[config.mk]
export PLATFORM = sky130hd
export DESIGN_NAME = multi_hex_display_flat
export DESIGN_NICKNAME = d
export VERILOG_FILES = /design/src/rtl/multi_hex_display_pkg.sv /design/src/rtl/multi_hex_display_if.sv /design/src/rtl/multi_hex_display_seg7_decoder.sv /design/src/rtl/multi_hex_display.sv /design/src/flat_wrapper.sv
export SDC_FILE = /design/constraint.sdc
export NUM_CORES = 1
export LEC_CHECK = 0
export CAP_MARGIN = 20
export CORE_MARGIN = 2
export CORE_UTILIZATION = 60
export CTS_CLUSTER_SIZE = 10
export DETAILED_ROUTE_END_ITERATION = 8
export PLACE_DENSITY = 0.8
export SLEW_MARGIN = 15
export SYNTH_ARGS = -nofsm -noshare
export SYNTH_HDL_FRONTEND = slang
export SYNTH_HIERARCHICAL = 1
export SYNTH_SLANG_ARGS = --single-unit
[constraint.sdc]
create_clock -name CLOCK_50 -period 5.2 [get_ports CLOCK_50]
set_clock_uncertainty 0.05 [all_clocks]
set_input_delay 0.78 -clock CLOCK_50 [delete_from_list [all_inputs] [get_ports CLOCK_50]]
set_output_delay 0.78 -clock CLOCK_50 [all_outputs]
set_load 0.01 [all_outputs]
[src/rtl/multi_hex_display_pkg.sv]
// Shared definitions for the multi-digit hex display: mode encodings and segment glyphs.
package multi_hex_display_pkg;

    typedef enum logic [1:0] {
        MODE_STATIC = 2'b00,
        MODE_ROT_L  = 2'b01,
        MODE_ROT_R  = 2'b10,
        MODE_BLINK  = 2'b11
    } mode_e;

    // Active-high glyphs for 0..F, bit 0 = segment a ... bit 6 = segment g.
    localparam logic [0:15][6:0] SEG_GLYPH = '{
        7'h3F, 7'h06, 7'h5B, 7'h4F, 7'h66, 7'h6D, 7'h7D, 7'h07,
        7'h7F, 7'h6F, 7'h77, 7'h7C, 7'h39, 7'h5E, 7'h79, 7'h71
    };

endpackage

[src/rtl/multi_hex_display_if.sv]
// Control inputs and display outputs of the multi-digit hex display.
interface multi_hex_display_if
    import multi_hex_display_pkg::*;
#(
    parameter int unsigned NUM_DIGITS = 6
);
    localparam int unsigned CountW = $clog2(NUM_DIGITS + 1);

    logic                    Load;
    logic [3:0]              Data;
    mode_e                   Mode;
    logic [7*NUM_DIGITS-1:0] HEX;
    logic [CountW-1:0]       Count;

    modport master (output Load, Data, Mode, input HEX, Count);
    modport slave  (input Load, Data, Mode, output HEX, Count);

endinterface

[src/rtl/multi_hex_display_seg7_decoder.sv]
// Combinational hex-to-7-segment decoder with blanking and selectable output polarity.
module seg7_decoder
    import multi_hex_display_pkg::*;
#(
    parameter bit ACTIVE_LOW = 1'b1
) (
    input  logic [3:0] value_i,
    input  logic       valid_i,
    input  logic       blank_i,
    output logic [6:0] seg_o
);
    logic [6:0] seg_hi;

    always_comb begin
        seg_hi = '0;
        if (valid_i && !blank_i) begin
            seg_hi = SEG_GLYPH[value_i];
        end
        seg_o = ACTIVE_LOW ? ~seg_hi : seg_hi;
    end

endmodule

[src/rtl/multi_hex_display.sv]
// Shift-in hex digit buffer driving NUM_DIGITS 7-segment displays with rotate and blink modes.
module multi_hex_display
    import multi_hex_display_pkg::*;
#(
    parameter int unsigned NUM_DIGITS = 6,
    parameter int unsigned TICK_DIV   = 25000000,
    parameter bit          ACTIVE_LOW = 1'b1
) (
    input logic                CLOCK_50,
    input logic                Reset,
    multi_hex_display_if.slave bus_io
);
    localparam int unsigned CountW   = $clog2(NUM_DIGITS + 1);
    localparam int unsigned TickW    = $clog2(TICK_DIV);
    localparam logic [6:0]  SegBlank = ACTIVE_LOW ? 7'h7F : 7'h00;

    logic [NUM_DIGITS-1:0][3:0] digit_q, digit_d;
    logic [NUM_DIGITS-1:0]      valid_q, valid_d;
    logic                       load_q;
    logic [TickW-1:0]           tick_cnt_q, tick_cnt_d;
    logic                       phase_q, phase_d;
    logic [CountW-1:0]          count_q, count_d, count_out_q;
    logic [7*NUM_DIGITS-1:0]    hex_q, hex_d;
    logic                       load_evt, tick, blank;

    assign load_evt   = bus_io.Load & ~load_q;
    assign tick       = (tick_cnt_q == TickW'(TICK_DIV - 1));
    assign tick_cnt_d = tick ? '0 : tick_cnt_q + 1'b1;
    // Blanking is gated by the live mode so leaving blink restores the display at once.
    assign blank      = phase_q & (bus_io.Mode == MODE_BLINK);

    always_comb begin
        digit_d = digit_q;
        valid_d = valid_q;
        if (load_evt) begin
            for (int i = NUM_DIGITS - 1; i > 0; i--) begin
                digit_d[i] = digit_q[i-1];
                valid_d[i] = valid_q[i-1];
            end
            digit_d[0] = bus_io.Data;
            valid_d[0] = 1'b1;
        end else if (tick) begin
            case (bus_io.Mode)
                MODE_ROT_L: begin
                    for (int i = 0; i < NUM_DIGITS; i++) begin
                        digit_d[i] = digit_q[(i + NUM_DIGITS - 1) % NUM_DIGITS];
                        valid_d[i] = valid_q[(i + NUM_DIGITS - 1) % NUM_DIGITS];
                    end
                end
                MODE_ROT_R: begin
                    for (int i = 0; i < NUM_DIGITS; i++) begin
                        digit_d[i] = digit_q[(i + 1) % NUM_DIGITS];
                        valid_d[i] = valid_q[(i + 1) % NUM_DIGITS];
                    end
                end
                default: ;
            endcase
        end
    end

    always_comb begin
        count_d = count_q;
        if (load_evt && (count_q != CountW'(NUM_DIGITS))) begin
            count_d = count_q + 1'b1;
        end
        phase_d = 1'b0;
        if (bus_io.Mode == MODE_BLINK) begin
            phase_d = tick ? ~phase_q : phase_q;
        end
    end

    for (genvar g = 0; g < NUM_DIGITS; g++) begin : gen_dec
        seg7_decoder #(
            .ACTIVE_LOW(ACTIVE_LOW)
        ) u_dec (
            .value_i(digit_q[g]),
            .valid_i(valid_q[g]),
            .blank_i(blank),
            .seg_o  (hex_d[7*g +: 7])
        );
    end

    always_ff @(posedge CLOCK_50) begin
        if (Reset) begin
            digit_q     <= '0;
            valid_q     <= '0;
            load_q      <= 1'b0;
            tick_cnt_q  <= '0;
            phase_q     <= 1'b0;
            count_q     <= '0;
            count_out_q <= '0;
            hex_q       <= {NUM_DIGITS{SegBlank}};
        end else begin
            digit_q     <= digit_d;
            valid_q     <= valid_d;
            load_q      <= bus_io.Load;
            tick_cnt_q  <= tick_cnt_d;
            phase_q     <= phase_d;
            count_q     <= count_d;
            count_out_q <= count_q;
            hex_q       <= hex_d;
        end
    end

    assign bus_io.HEX   = hex_q;
    assign bus_io.Count = count_out_q;

endmodule

[src/flat_wrapper.sv]
// flat-port wrapper written by rule: the top's interface ports become plain ports
module multi_hex_display_flat import multi_hex_display_pkg::*;
#(
    parameter int unsigned NUM_DIGITS = 6,
    parameter int unsigned TICK_DIV   = 25000000,
    parameter bit          ACTIVE_LOW = 1'b1
)
  (CLOCK_50, Reset, bus_io_Load, bus_io_Data, bus_io_Mode, bus_io_HEX, bus_io_Count);
  multi_hex_display_if #(.NUM_DIGITS(NUM_DIGITS)) bus_io_i ();
  input logic CLOCK_50;
  input logic Reset;
  input wire logic [$bits(bus_io_i.Load)-1:0] bus_io_Load;
  input wire logic [$bits(bus_io_i.Data)-1:0] bus_io_Data;
  input wire logic [$bits(bus_io_i.Mode)-1:0] bus_io_Mode;
  output wire logic [$bits(bus_io_i.HEX)-1:0] bus_io_HEX;
  output wire logic [$bits(bus_io_i.Count)-1:0] bus_io_Count;
  assign bus_io_i.Load = bus_io_Load;
  assign bus_io_i.Data = bus_io_Data;
  assign bus_io_i.Mode = bus_io_Mode;
  assign bus_io_HEX = bus_io_i.HEX;
  assign bus_io_Count = bus_io_i.Count;
  multi_hex_display #(.NUM_DIGITS(NUM_DIGITS), .TICK_DIV(TICK_DIV), .ACTIVE_LOW(ACTIVE_LOW)) u_core (.CLOCK_50(CLOCK_50), .Reset(Reset), .bus_io(bus_io_i));
endmodule
==> results of run 1 <==
==> metal layers <==
layer / global-route usage / vias up / part of all wire
met3: 0.0547 / 8 / 0.046
met4: 0.0533 / 0 / 0.0073
met5: 0 / - / 0
met1: 0.291 / 2098 / 0.46
met2: 0.385 / 99 / 0.49
li1: - / 2242 / -
==> worst min path at each step <==
| stage | start | to | slack [ns] | depth (start not counted) |
|---|---|---|---|---|
| detailed placement | u_core/tick_cnt_q[0] | u_core/tick_cnt_q[0] | 0.43 | 1 |
| global route | u_core/count_q[2] | u_core/bus_io.Count[2] | 0.48 | 1 |
| CTS | u_core/tick_cnt_q[0] | u_core/tick_cnt_q[0] | 0.46 | 1 |
| global placement | u_core/tick_cnt_q[0] | u_core/tick_cnt_q[0] | 0.41 | 1 |
| finish | u_core/tick_cnt_q[0] | u_core/tick_cnt_q[0] | 0.45 | 1 |
| floorplan | u_core/tick_cnt_q[0] | u_core/tick_cnt_q[0] | 0.39 | 1 |
==> state kept, by name, indices dropped and copies added (netlist names) <==
signal	flops
u_core/phase_q	1
u_core/digit_q	24
u_core/valid_q	6
u_core/load_q	1
u_core/count_q	3
u_core/bus_io.HEX	42
u_core/bus_io.Count	3
u_core/tick_cnt_q	25
==> Yosys cell counts, drive strengths merged (6+ instances only) <==
library cell	count	area (µm²)
a211oi	32	390
a21boi	10	75.1
a21oi	7	35.0
and2b	6	46.3
buf	20	181
clkbuf	8	30.0
dfxtp	105	2100
ha	39	488
inv	27	101
mux2i	43	430
nand2	23	86.3
nand2b	23	144
nand3	31	155
nand3b	6	45.0
nor2	68	255
nor2b	8	50.1
nor3	6	30.0
nor4	7	58.8
o211ai	27	228
o21ai	23	115
o31a	6	57.6
or2	44	275
xnor2	21	184
==> layout by cell type (no fill, tap or decap), drive strengths merged, types with 6 or more instances in the layout <==
cell type	count
nand2b	23
and2b	6
nor3	6
inv	28
clkbuf	11
xnor2	21
a21oi	7
mux2i	43
nor2	68
nor2b	8
ha	39
nand2	23
a211oi	32
nand3	31
o31a	6
dfxtp	105
o211ai	27
nand3b	6
a21boi	10
clkdlybuf4s50	52
or2	44
nor4	7
o21ai	23
==> power by group through the flow <==
stage          sequential [mW]  clock, mW  combinational [mW]
2_1_floorplan            0.899          0               0.216
3_3_place_gp             0.913          0               0.265
3_5_place_dp             0.915          0               0.277
4_1_cts                  0.896      0.538               0.278
5_1_grt                  0.904      0.571               0.308
6_report                 0.897      0.528               0.278
==> through the flow <==
step / instances / hold WS (ns) / setup slack [ns] / total power [mW]
after floorplan: 620 / 0.391 / 3.13 / 1.11
after global placement: 777 / 0.405 / 2.32 / 1.18
after detailed placement: 777 / 0.431 / 2.17 / 1.19
after CTS: 792 / 0.456 / 2.55 / 1.71
after global routing: 792 / 0.482 / 2.34 / 1.78
final: 792 / 0.450 / 2.56 / 1.70
==> cell families (layout without fill, tap and decap cells) <==
family                   Yosys count  count (layout)  synth area share
AND/OR/NAND/NOR                  238             238             0.217
AO/OA/AOI/OAI                    115             115             0.172
flip-flops                       105             105             0.362
buffers and inverters             55              98            0.0538
multiplexers                      43              43            0.0740
adder cells (fa/ha/maj)           39              39            0.0839
XOR/XNOR                          25              25            0.0377
==> final cells by class <==
class / count / area [µm²]
Clock inverter: 4 / 51.3
Timing Repair Buffer: 56 / 548
Inverter: 27 / 101
Clock buffer: 11 / 151
Fill cell: 727 / 2810
Tap cell: 129 / 161
Multi-Input combinational cell: 460 / 3400
Sequential cell: 105 / 2100
==> impl_metrics.yaml, run 1 <==
placement:
  placedInstanceArea_mm2: 0.00631
  dp_hpwl_mm: 7.86
  routabilityCongestion: 0.856
  io_buffer_count: 53
sta:
  finalCritPeriodShare: 0.508
  finalSetupTns_ns: 0
  drv_slew: 0
  rsz0062_at_grt: "false"
  hold_viol: 0
  period_minus_slack_ns: 2.64
  worst_pin_slew_ns: 0.861
  slew_headroom: 0.426
  max_freq_mhz: 378
  final-setup-viol-count: 0
power_and_ir_drop:
  p_leak_nw: 2.42
  netSwitchingPower_mw: 0.478
  powerDensity_mw_per_mm2: 261
  p_int_mw: 1.22
  switching_share: 0.281
  pwr-share-comb: 0.163
  seqPwrFrac: 0.527
  power.share.clock: 0.310
  ir_drop_mv: 0.154
synthesis:
  synth_cells: 620
  avgSynthCellArea_um2: 9.38
  async_reset_ff_frac: 0
  synth_cell_types: 49
  ys_ff_latch: 105
  yosys_warnings: 6
  synthesis.nets: 668
  syn-cell-area_mm2: 0.00581
  ys.flop_type: "dfxtp_1"
  synth-edff-count: 0
  yosysSeqAreaShare: 0.362
critical_path:
  worst_path_largest_cell_delay_ns: 0.55
  cp.depth: 7
  crit_path_end_kind: "flip-flop"
  crit_family: "buffers and inverters"
  rr_endpoint: "u_core/tick_cnt_q[17]"
  crit_start: "bus_io_Mode[0]"
  crit_fanout: 50
  critPathArrivalTime_ns: 2.88
  critPathRequiredTime_ns: 5.43
  cp_slowest_cell: "buf_4"
  r2r_slack_ns: 2.59
  crit_end: "u_core/valid_q[4]"
  path_buf_inv: 2
  path_cells: "clkdlybuf4s50_1 -> nand2b_1 -> and2_1 -> o41ai_4 -> buf_4 -> nor2_1 -> a211oi_2"
  start_kind: "primary input"
  r2r-start: "u_core/tick_cnt_q[0]"
  rr_worst_depth: 6
  critPathKind: "in2reg"
routing:
  drt_pass1_iterations: 4
  via_per_inst: 5.61
  antenna_left: 0
  wirelength_mm: 11.3
  drc: 0
  wl_per_cell_um: 14.3
  vias: 4447
  drtIter0Drc: 254
clocking:
  cts.repair.resized: 0
  cts_tree: "yes"
  cts.clk_slew.worst_paths_ns: 0.09
  clock_latency_ns: 0.37
  cts-root-buf: "clkbuf_8"
  cts_sinks: 105
  cts_htree_levels: 3
  cts_buffer_depth: 2
  ctsHoldBuffers: 0
  cts_setup_buffers: 0
  numCtsBuffers: 9
floorplan:
  start_util: 0.623
  fp.dieH_um: 102
  row_count: 35
  coreArea_mm2: 0.00933
  boundaryPins: 54
  fp.dieW_um: 102
  die-area_mm2: 0.0105
grt:
  grt_pass1_vias: 4147
  grt_max_degree: 79
  grt_use_total: 0.226
  antenna_found_initial: 0
  overflow: 0
  grt_pass1_wl_mm: 19.1
finish:
  drive_gt1_frac: 0.166
  fin_util: 0.698
  area_growth_pct: 12.1
  layout.nets: 707
  finalInstanceArea_mm2: 0.00652
  diodes: 0
outcome:
  status: "finished, final reports clean"
flow_run:
  maxCapViolCount: 0
min_path:
  hold_path_class: "reg2reg"
Power figures use the tool's default switching activity.
==> run 2, diff against run 1 <==
Settings changed: CORE_UTILIZATION 60 to 52, PLACE_DENSITY 0.8 to 0.73.
Clock period 5.2 ns to 2.4 ns, I/O delays scaled along.
==> run 2 against run 1 <==
  * Sequential power up 120%
  * Combinational power up 120%
  * Worst setup slack got worse by 2.5 ns
  * Final cell count increased by 2.4%
  * Non-clock buffer count is 7 higher
  * First-iteration DRC count shrank 22%
  * Flip-flop and latch count stayed put
  * Register-to-register slack got worse by 2.5 ns
  * Critical path depth decreased by 1
  * Clock power is 130% higher
  * Global-route usage fell by 3.0 points
==> impl_metrics.yaml, run 2 (synthesis gave the netlist of run 1 again) <==
clocking:
  clock_latency_ns: 0.38
  cts_tree: "yes"
  ctsHoldBuffers: 0
  cts_htree_levels: 3
  cts_sinks: 105
  cts-root-buf: "clkbuf_8"
  cts.clk_slew.worst_paths_ns: 0.10
  numCtsBuffers: 9
  cts_buffer_depth: 2
sta:
  finalSetupTns_ns: 0
  drv_slew: 0
  worst_pin_slew_ns: 0.695
  final-setup-viol-count: 0
  slew_headroom: 0.536
  fin_ws_ns: 0.102
  period_minus_slack_ns: 2.30
  finalCritPeriodShare: 0.957
  hold_viol: 0
  max_freq_mhz: 435
grt:
  antenna_found_initial: 0
  grt_use_total: 0.196
  grt_pass1_vias: 4074
  grt_max_degree: 51
  grt_pass1_wl_mm: 18.8
  overflow: 0
floorplan:
  start_util: 0.534
  die-area_mm2: 0.0120
  boundaryPins: 54
  row_count: 38
  coreArea_mm2: 0.0109
  fp.dieW_um: 110
  fp.dieH_um: 110
placement:
  routabilityCongestion: 0.829
  dp_slack_ns: 0.0905
  io_buffer_count: 53
  place_inst: 794
  dp_hpwl_mm: 7.82
  placedInstanceArea_mm2: 0.00641
critical_path:
  cp_slowest_cell: "o41ai_4"
  critPathKind: "reg2reg"
  crit_start: "u_core/tick_cnt_q[18]"
  critPathRequiredTime_ns: 2.64
  crit_fanout: 25
  start_kind: "flip-flop"
  critPathArrivalTime_ns: 2.54
  worst_path_largest_cell_delay_ns: 0.54
  crit_family: "compound AO/OA/AOI/OAI gates"
  path_cells: "nand3_1 -> or3_1 -> o41ai_4 -> clkbuf_16 -> nor2_1 -> a211oi_2"
  path_buf_inv: 1
  crit_path_end_kind: "flip-flop"
  r2r-start: "u_core/tick_cnt_q[18]"
finish:
  layout_commonest_cell: "dfxtp_1"
  drive_gt1_frac: 0.173
  layout.nets: 714
  area_growth_pct: 14.4
  diodes: 0
  fillers: 952
  finalInstanceArea_mm2: 0.00665
  final_cell_mix: "dfxtp_1 (105), nor2_1 (68), clkdlybuf4s50_1 (52)"
  final_cells: 811
  largest_reg_flops: 42
routing:
  via_per_inst: 5.52
  drtIter0Drc: 198
  drt_pass1_iterations: 5
  antenna_left: 0
  wirelength_mm: 11.6
  vias: 4476
  drc: 0
  wl_per_cell_um: 14.3
min_path:
  min_from: "Reset"
  hold_path_class: "in2reg"
power_and_ir_drop:
  p_leak_nw: 2.48
  powerDensity_mw_per_mm2: 570
  ir_drop_mv: 0.358
outcome:
  status: "finished, final reports clean"
flow_run:
  maxCapViolCount: 0
-- run 2: area by class of cell --
cell class | count | area, µm² | share of cell area
clock buffers | 14 | 163 | 0.0244
clock inverters | 2 | 60.1 | 0.00903
inverters | 27 | 101 | 0.0152
multi-input cells | 460 | 3410 | 0.512
flip-flops and latches | 105 | 2100 | 0.316
well taps | 140 | 175 | 0.0263
repair buffers | 63 | 647 | 0.0972
-- run 2: worst paths after layout --
check | endpoint | slack [ns] | depth (start not counted)
setup / recovery | u_core/digit_q[13] | 0.10 | 6
hold / removal | u_core/bus_io.Count[0] | 0.44 | 2
setup reg to reg | u_core/digit_q[13] | 0.10 | 6
hold reg to reg | u_core/tick_cnt_q[0] | 0.44 | 1
-- run 2: report_power, final --
part	internal, mW	switching [mW]	leakage, nW	total, mW
combinational	0.310	0.310	1.51	0.620
sequential	1.82	0.122	0.859	1.94
clock	0.647	0.585	0.111	1.23
total	2.78	1.02	2.48	3.80
-- run 2: repair_timing --
action                                 CTS  global route
gates resized for setup                  0             2
setup endpoints to repair                0            15
endpoints found under the hold margin    0             0
buffers inserted                         0             0
-- run 2: through the flow --
| stage | hold slack [ns] | utilization | power, mW |
|---|---|---|---|
| after global routing | 0.429 | 0.611 | 3.97 |
| after floorplan | 0.391 | - | 2.42 |
| after global placement | 0.406 | 0.589 | 2.57 |
| after detailed placement | 0.427 | 0.589 | 2.59 |
| after CTS | 0.409 | 0.609 | 3.83 |
| final | 0.435 | 0.611 | 3.80 |
-- run 2: metal layers --
| layer | GRT usage | vias to the layer above | routed length, µm |
|---|---|---|---|
| met5 | 0 | - | 0 |
| met4 | 0.0597 | 0 | 124 |
| met3 | 0.0403 | 11 | 442 |
| met2 | 0.328 | 89 | 5550 |
| met1 | 0.253 | 2131 | 5450 |
| li1 | - | 2245 | - |
-- run 2: worst register-to-register path: cells and delay by family (launching register included) --
kind | cells | cell delay, ns
and+or+nand+nor | 3 | 0.71
AOI/OAI and AO/OA | 2 | 0.78
DFF | 1 | 0.40
buffers and inverters | 1 | 0.29
